File: config.mk
export PLATFORM = sky130hd
export DESIGN_NAME = flex_up_counter
export DESIGN_NICKNAME = d
export VERILOG_FILES = /design/src/rtl/flex_counter_pkg.sv /design/src/rtl/fc_next_val.sv /design/src/rtl/flex_up_counter.sv
export SDC_FILE = /design/constraint.sdc
export NUM_CORES = 1
export LEC_CHECK = 0
export BUFFER_PORTS_ARGS = -buffer_cell sky130_fd_sc_hd__buf_2
export CAP_MARGIN = 20
export CORE_MARGIN = 10
export CORE_UTILIZATION = 56
export CTS_CLUSTER_SIZE = 40
export DETAILED_ROUTE_END_ITERATION = 6
export GPL_TIMING_DRIVEN = 0
export PLACE_DENSITY = 0.82
export REMOVE_ABC_BUFFERS = 1
export SYNTH_ARGS = -nofsm -noshare
export SYNTH_HDL_FRONTEND = slang
export SYNTH_HIERARCHICAL = 1
export SYNTH_SLANG_ARGS = --single-unit
File: constraint.sdc
create_clock -name clk -period 4.1 [get_ports clk]
set_input_delay 0.82 -clock clk [delete_from_list [all_inputs] [get_ports clk]]
set_output_delay 0.82 -clock clk [all_outputs]
set_load 0.005 [all_outputs]
File: src/rtl/flex_counter_pkg.sv
// Shared definitions for the flexible up-counter family: default width and count type.
package flex_counter_pkg;

    localparam int unsigned FC_WIDTH = 16;

    typedef logic [0:FC_WIDTH-1] fc_count_t;

endpackage

File: src/rtl/fc_next_val.sv
// Combinational next-count generator: wrapped increment plus terminal-value decode.
module fc_next_val
    import flex_counter_pkg::*;
#(
    parameter int unsigned     WIDTH   = FC_WIDTH,
    parameter longint unsigned MAX_VAL = {WIDTH{1'b1}},
    parameter longint unsigned STEP    = 1
) (
    input  logic [0:WIDTH-1] i_count,
    output logic [0:WIDTH-1] o_next,
    output logic             o_at_max
);

    // One extra bit keeps count+STEP from overflowing before the wrap compare.
    localparam logic [WIDTH:0] LP_MAX    = (WIDTH+1)'(MAX_VAL);
    localparam logic [WIDTH:0] LP_STEP   = (WIDTH+1)'(STEP);
    localparam logic [WIDTH:0] LP_THRESH = LP_MAX - LP_STEP;
    localparam logic [WIDTH:0] LP_WRAP   = LP_MAX + {{WIDTH{1'b0}}, 1'b1};

    logic [WIDTH:0] w_ext;
    logic [WIDTH:0] w_sum;
    logic [WIDTH:0] w_next;

    assign w_ext    = {1'b0, i_count};
    assign w_sum    = w_ext + LP_STEP;
    assign w_next   = (w_ext > LP_THRESH) ? (w_sum - LP_WRAP) : w_sum;
    assign o_next   = w_next[WIDTH-1:0];
    assign o_at_max = (w_ext == LP_MAX);

endmodule

File: src/rtl/flex_up_counter.sv
// Enable-gated up-counter with configurable width, terminal value and step.
// Count is MSB-first ([0:WIDTH-1]); rollover_flag decodes the registered count only.
module flex_up_counter
    import flex_counter_pkg::*;
#(
    parameter int unsigned     WIDTH   = FC_WIDTH,
    parameter longint unsigned MAX_VAL = {WIDTH{1'b1}},
    parameter longint unsigned STEP    = 1
) (
    input  logic             clk,
    input  logic             nrst,
    input  logic             enable,
    output logic [0:WIDTH-1] count,
    output logic             rollover_flag
);

    if (WIDTH < 1 || WIDTH > 64) begin : g_bad_width
        $error("flex_up_counter: WIDTH must be in 1..64");
    end
    if (STEP < 64'd1 || STEP > MAX_VAL) begin : g_bad_step
        $error("flex_up_counter: STEP must satisfy 1 <= STEP <= MAX_VAL");
    end
    if (WIDTH < 64 && (MAX_VAL >> WIDTH) != 64'd0) begin : g_bad_max
        $error("flex_up_counter: MAX_VAL does not fit in WIDTH bits");
    end

    logic [0:WIDTH-1] r_count;
    logic [0:WIDTH-1] w_next;
    logic             w_at_max;

    fc_next_val #(
        .WIDTH  (WIDTH),
        .MAX_VAL(MAX_VAL),
        .STEP   (STEP)
    ) u_next (
        .i_count (r_count),
        .o_next  (w_next),
        .o_at_max(w_at_max)
    );

    // NOTE: state updates use <= so every register samples pre-edge values;
    // nrst is in the sensitivity list, so it clears the count without a clock.
    always_ff @(posedge clk or posedge nrst) begin
        if (nrst) begin
            r_count <= '0;
        end else if (enable) begin
            r_count <= w_next;
        end
    end

    assign count         = r_count;
    assign rollover_flag = w_at_max;

    a_enable_known: assert property (@(posedge clk) disable iff (nrst) !$isunknown(enable));

endmodule

Word level (Yosys, flattened, before mapping)
Cells that the tools add are included.
{ "classes": {"n_addsub": 2, "magnitude_cmp": 1, "eq_ne": 1, "mux": 1} }
{ "ops": {"columns": ["cell", "n"], "rows": [
  ["16-bit by 1-bit adder with 16-bit output, second input constant", 1],
  ["16-bit equality test, second input constant", 1],
  ["16-bit greater-than comparator, second input constant", 1],
  ["16-bit 2-to-1 mux", 1],
  ["16-bit by 1-bit subtractor with 16-bit output, second input constant", 1]
]} }
{ "totals": {"register_bits": 16, "in_bits": 3, "output_inout_bits": 17, "word_cells": 6} }

Logic depth before layout (Yosys ltp)
Gate-level depths: netlist (run 1).
{ "logic_depth": {"ltp_word": 3, "depth_mapped": 6} }

Modules after synthesis
Netlist (run 1), hierarchy kept.
{ "by_module_without_submodules": {"columns": ["module", "n_inst", "cells_per_inst", "area_each_um2", "seq_area_each_um2"], "rows": [
  ["flex_up_counter", 1, 35, 653.1, 400.4],
  ["fc_next_val", 1, 38, 284.0, 0.0]
]} }

Least setup slack after synthesis (run 1)
Ideal clock, no wire load.
{ "synth_path": {"kind": "register -> output", "from": "reg r_count, in the netlist count[15]", "to": "out rollover_flag", "arrival_ns": 1.044, "required_ns": 3.280, "path_slack_ns": 2.236, "stages_incl_launch_ff": 5, "cell_sequence": "dfrtp_1 > ha_1 > nand2_1 > nor3_1 > and4_1"} }
{ "synth_via": {"elab_chain_len": 1} }
{ "synth_rtl": {"columns": ["element", "line", "text"], "rows": [
  ["start: declaration", "flex_up_counter.sv:27", "logic [0:WIDTH-1] r_count;"],
  ["start signal: assignment", "flex_up_counter.sv:47", "r_count <= w_next;"],
  ["16-bit equality test", "fc_next_val.sv:28", "assign o_at_max = (w_ext == LP_MAX);"],
  ["end: declaration", "flex_up_counter.sv:14", "output logic rollover_flag"]
]} }
No other way between the ends.

Final worst setup path (run 1)
Ends and elaborated chain as after synthesis.

==> results of run 1 <==
## kinds of logic after synthesis
family / after synthesis / share of synthesized area [%]
muxes: 16 / 23.2
buffers and inverters: 4 / 4.14
adders and majority gates: 1 / 1.33
and+or+nand+nor: 22 / 15.5
DFF: 16 / 42.7
xor gates and xnor gates: 14 / 13.1
## power by group
group | internal, mW | total [mW] | switching [mW]
sequential | 0.190 | 0.237 | 0.0470
combinational | 0.0875 | 0.150 | 0.0622
clock | 0.0341 | 0.0783 | 0.0443
total | 0.312 | 0.465 | 0.153
## area by class of cell
cell class,count,area [sq um],area share [%]
flip-flops and latches,16,400,38.4
clock buffers,3,22.5,2.16
multi-input cells,53,498,47.7
well taps,16,20.0,1.92
repair buffers,19,95.1,9.11
inverters,2,7.51,0.719
## stage by stage
stage | worst slack [ns] | hold slack (ns) | cells | utilization (%)
floorplan | 2.24 | 0.554 | 71 | -
global placement | 2.06 | 0.539 | 106 | 66.2
detailed placement | 2.04 | 0.562 | 106 | 66.2
CTS | 1.71 | 0.586 | 109 | 67.7
global route | 1.58 | 0.612 | 109 | 67.7
finish | 1.72 | 0.579 | 109 | 67.7
## per-layer routing
layer  GRT usage [%]  part of all wire (%)  wire [um]  vias to the layer above
li1                -                     -          -                      297
met1            11.1                    45        724                      270
met2            16.7                    47        768                       16
met3            3.13                   7.0        113                        2
met4            4.08                   1.2         19                        0
met5               0                     0          0                        -
## path summary, 6_finish.rpt
path	startpoint	end	slack (ns)	cells past startpoint
setup / recovery	count[15]$_DFFE_PP0P_	rollover_flag	1.72	5
hold / removal	count[2]$_DFFE_PP0P_	count[2]$_DFFE_PP0P_	0.58	1
setup reg to reg	count[15]$_DFFE_PP0P_	count[5]$_DFFE_PP0P_	2.45	6
hold reg to reg	count[2]$_DFFE_PP0P_	count[2]$_DFFE_PP0P_	0.58	1
max in group asynchronous	nrst	count[11]$_DFFE_PP0P_	3.12	2
min in group asynchronous	nrst	count[2]$_DFFE_PP0P_	0.59	2
## synthesized netlist by cell type, drive strengths merged
cell type,n
inv,2
and4,3
nand4,1
nor2,1
and3,5
buf,2
nand2,5
xnor2,8
dfrtp,16
nor3,2
ha,1
xor2,6
nand3,5
mux2,16
==> key figures, run 1 <==
Global route
  • Initial antenna violation count: 0
  • First-pass GRT wire length: approximately 2.9 mm
  • Grt total ovfl: 0
  • Gr usage total: 9.86%
  • Largest net degree at the start of global routing: 17
  • Number of global-route vias before repair: about 660

Final layout
  • Layout Nets: 99
  • Largest register FFs: 16
  • Layout area overhead: 11.3%
  • Most frequent cells in the layout: buf_2, dfrtp_1, mux2_4, xnor2_1
  • Share of layout cells above drive strength 1: 45.2%
  • N_diodes: 0
  • Commonest non-fill, non-tap cell in the layout: buf_2
  • Design Area, Final: 1040 sq um
  • Fillers: 131

Critical path
  • Crit Path Category: flip-flop to output port
  • Arrival time at the worst endpoint: between 1.5 and 2 ns
  • Crit path launch type: flip-flop
  • Largest fanout on the critical path: 5
  • Slowest stage cell, crit path: dfrtp_1
  • Largest stage delay on the critical path: 0.42 ns
  • Worst EP required: 3.28 ns
  • CP delay by family, top: simple AND/OR/NAND/NOR gates
  • Bufs and invs on worst path: 1
  • Crit-path cells: ha_1, nand2_1, nor3_1, and4_1, buf_2
  • Nature of the critical path endpoint: output port

Placement
  • IO Port Bufs: 19
  • HPWL Detailed: 1.23 mm
  • Placed Area: 1020 sq um
  • Routability-driven placement congestion ratio: 0.703

STA
  • Measured slew at the worst slew-check pin: 0.598 ns
  • Fin crit period: about 2.4 ns
  • Final setup fails: 0
  • Final Hold Fails: 0
  • Max Slew Vio Count: 0
  • Peak Freq: 420 MHz
  • RSZ-0062 raised after global routing: no
  • Setup_tns: 0 ns
  • Max_slew headroom: 60.1%
  • Tcrit/Tclk final: about three fifths
  • Clock Skew: 0.00348 ns

Routing
  • Iter 0 DRT Violations: 15
  • DR pass1 iterations: 4
  • Vias: 585
  • WL per Instance: about 15 um
  • Post-route antenna net violation count: 0
  • Wirelength, routed: approximately 1.6 mm
  • DRC: 0
  • DR vias/cell: about 5.4

Synth
  • Post-synthesis register bit count: 16
  • Area contributors post-synth: dfrtp_1, mux2_4, xnor2_1, mux2_2, xor2_1
  • Post-synth cell types: 20
  • Syn Inst Count: 73
  • Yosys warnings: 6
  • Synthesized cell area: between 900 and 1000 sq um
  • Cell taking the most area after synthesis: dfrtp_1
  • Post-synthesis sequential area ratio: 42.7%
  • Post-synth top area share: ~43%
  • Syn avg cell area: 12.8 sq um

Clock tree
  • # clock sinks: 16
  • CTS tree: yes
  • Post-CTS Hold Fix Bufs: 0
  • Clock Latency Late Sink: 0.28 ns
  • Post-CTS Resized: 0
  • CTS root buf: clkbuf_4
  • Clock transition at path regs: 0.08 ns
  • CTS max path bufs: 2
  • H-tree depth: 1
  • Setup Buffers After CTS: 0
  • Num CTS Buffers: 3

Floorplan
  • IO Pins: 20
  • Die Width: 60.9 um
  • Rows: 14
  • Core Region: roughly 1500 sq um
  • Die ar.: 3710 sq um
  • Die Y: between 60 and 70 um
  • Initial core utilization: 60.8%

Power and ir drop
  • Power Density: approximately 450 nW/um^2
  • Static Leak: about 0.57 nW
  • VDD IR-drop max: about 0.00043 V
  • Total power: ~0.47 mW

Flow run
  • Max Cap Viol: 0

Min path
  • Type of the worst min-delay path: flip-flop to flip-flop

Outcome
  • Status: complete, no violations
Note: power is estimated with default switching activity, not from simulation.
==> inputs of run 2 (changes only) <==
- ABC_AREA: not set -> 1
- CORE_UTILIZATION: 56 -> 53
- PLACE_DENSITY: 0.82 -> 0.77
- clock period: 4.1 -> 2.45 ns (I/O delays scaled with it)
==> run 2 against run 1 <==
Worst hold slack lost 0.32 ns. Wire length grew 40%. Non-clock buffer count is the same. Total power grew 45%. Count of clock-buffer cells in the layout grew 1. Critical endpoint unchanged. Largest power group unchanged.
==> key figures, run 2 <==
Outcome
  • Status: complete, no violations

Floorplan
  • Initial core utilization: 57.2%
  • Die Y: 63.9 um
  • Die ar.: 4080 sq um
  • Rows: 15
  • Core Region: between 1500 and 2000 sq um
  • Die Width: 63.9 um
  • IO Pins: 20

Clock tree
  • Num CTS Buffers: 3
  • CTS tree: yes
  • Post-CTS Hold Fix Bufs: 0
  • Setup Buffers After CTS: 0
  • Clock Latency Late Sink: ~0.29 ns
  • Clock transition at path regs: approximately 0.1 ns
  • CTS root buf: clkbuf_4
  • CTS max path bufs: 2
  • # clock sinks: 16
  • Post-CTS Resized: 0
  • H-tree depth: 1

Critical path
  • Reg2reg setup slack: 1.02 ns
  • Nature of the critical path endpoint: output port
  • Worst R2R End: count[1]$_DFFE_PP0P_
  • Largest fanout on the critical path: 5
  • Worst EP required: between 1.5 and 2 ns
  • Worst Setup SP: count[15]$_DFFE_PP0P_
  • Crit Path Category: flip-flop to output port
  • Crit path capture: rollover_flag
  • Reg2Reg Depth: 8
  • Arrival time at the worst endpoint: between 1.5 and 2 ns
  • Crit path launch type: flip-flop
  • R2R Path Start: count[15]$_DFFE_PP0P_

STA
  • RSZ-0062 raised after global routing: no
  • Final Hold Fails: 0
  • Fin crit period: 2.08 ns
  • Peak Freq: 481 MHz
  • Measured slew at the worst slew-check pin: 0.614 ns
  • Setup_tns: 0 ns
  • Max Slew Vio Count: 0
  • Tcrit/Tclk final: 84.9%
  • Slack of the critical path: 0.370 ns
  • Final setup fails: 0
  • Clock Skew: 0.00208 ns
  • Max_slew headroom: 59.0%

Flow run
  • Max Cap Viol: 0

Synth
  • Most used DFF post-synth: dfrtp_1
  • Count leader, synth: nand2_1
  • Cell taking the most area after synthesis: dfrtp_1
  • Compound-Gate Fraction of Synth Area: ~1.5%
  • Adder-Cell Fraction of Synth Area: 1.23%
  • Top cells by count, synth: nand2_1, dfrtp_1, inv_1, nor2_1, nand2_2
  • Synthesized cell area: 1020 sq um
  • Combinational family with the most area after synthesis: simple AND/OR/NAND/NOR gates
  • Xor and xnor area share after synthesis: 6.01%
  • Area contributors post-synth: dfrtp_1, nand2_1, nand2_2, inv_1, nor2_1
  • Number of synthesized flops with an enable pin: 0
  • Syn Inst Count: about 140
  • Post-synth cell types: 20
  • Mux share of post-synthesis cell area: 0%
  • Post-synthesis register bit count: 16
  • Post-synth top area share: 39.3%
  • Syn avg cell area: around 7 sq um
  • Post-synthesis async set-or-reset flop share: 100%
  • Fraction of the mapped netlist area in simple logic gates: 43.3%
  • Post-synthesis sequential area ratio: 39.3%
  • Yosys warnings: 6

Routing
  • Wirelength, routed: 2.27 mm
  • Vias: 906
  • DR vias/cell: 4.82
  • Post-route antenna net violation count: 0
  • DRC: 0
  • DR pass1 iterations: 4
  • WL per Instance: 12.1 um
  • Iter 0 DRT Violations: 38

Placement
  • Routability-driven placement congestion ratio: ~0.85
  • IO Port Bufs: 19
  • HPWL Detailed: 1.63 mm
  • Dpl ws: between 0.7 and 0.8 ns

Final layout
  • Layout Nets: 168
  • N_diodes: 0
  • Layout area overhead: 11.8%
  • Share of layout cells above drive strength 1: 21.5%
  • Commonest non-fill, non-tap cell in the layout: nand2_1
  • Most frequent cells in the layout: nand2_1, buf_2, dfrtp_1, inv_1, nor2_1
  • Final Util: 63.9%
  • Largest register FFs: 16

Global route
  • Largest net degree at the start of global routing: 18
  • First-pass GRT wire length: 3.86 mm
  • Grt total ovfl: 0
  • Number of global-route vias before repair: 898
  • Gr usage total: between 10% and 20%
  • Initial antenna violation count: 0

Power and ir drop
  • Power Density: 591 nW/um^2
  • VDD IR-drop max: 0.000433 V
  • Total power: a little under 0.7 mW
  • Static Leak: 0.623 nW

Min path
  • Type of the worst min-delay path: input port to async pin
-- run 2: cell types whose count changed in the layout (fill, tap and decap cells not counted), sizes merged, moves of 4 or more --
cell   before  now
nand2       5   79
inv         2   11
xnor2       8    4
nor2        1   13
and3        5    0
mux2       16    0
-- run 2: how the worst min path moves through the flow --
stage,slack (ns),depth (start not counted),end,startpoint
after floorplan,0.40,1,count[0]$_DFFE_PP0P_,nrst
after global placement,0.52,2,count[0]$_DFFE_PP0P_,count[0]$_DFFE_PP0P_
after detailed placement,0.54,2,count[15]$_DFFE_PP0P_,count[15]$_DFFE_PP0P_
after CTS,0.27,2,count[8]$_DFFE_PP0P_,nrst
after global routing,0.31,2,count[8]$_DFFE_PP0P_,nrst
final,0.26,2,count[8]$_DFFE_PP0P_,nrst
-- run 2: where the power goes --
part           total, mW  internal [mW]  leakage (nW)  switching (mW)
sequential         0.351          0.299         0.217          0.0524
combinational      0.143         0.0667         0.385          0.0766
clock              0.179         0.0904        0.0210          0.0889
-- run 2: metrics by stage --
| stage | instances | area, sq um | hold WS, ns |
|---|---|---|---|
| after floorplan | 140 | 977 | 0.404 |
| after global placement | 184 | 1100 | 0.516 |
| after detailed placement | 184 | 1100 | 0.539 |
| after CTS | 188 | 1140 | 0.273 |
| after global routing | 188 | 1140 | 0.311 |
| final | 188 | 1140 | 0.256 |
-- run 2: final cells by class --
type,count,area [sq um]
fill,162,643
timing repair buffer,19,95.1
tap,25,31.3
clock buffer,4,36.3
sequential,16,400
multi-input combinational,113,531
inverter,11,46.3
-- run 2: logic make-up (layout without fill, tap and decap cells) --
group | after synthesis | count (layout)
adders and majority gates | 1 | 1
and+or+nand+nor | 102 | 102
AOI/OAI and AO/OA | 3 | 3
buffers and inverters | 14 | 34
xor gates and xnor gates | 7 | 7
DFF | 16 | 16
-- run 2: critical path: stages, from the launching register on --
cell	delay (ns)
dfrtp_1	0.42
ha_1	0.23
nand3_2	0.13
inv_1	0.13
nand3_1	0.10
nor3_1	0.15
buf_2	0.14
-- run 2: per-layer routing --
metal	vias to the layer above	part of all wire [%]	track usage [%]	wire length, um
met2	26	46	18.7	1050
met4	0	0.53	6.01	12
met5	-	0	0	0
li1	475	-	-	-
met1	403	46	12.6	1040
met3	2	7.5	3.83	171
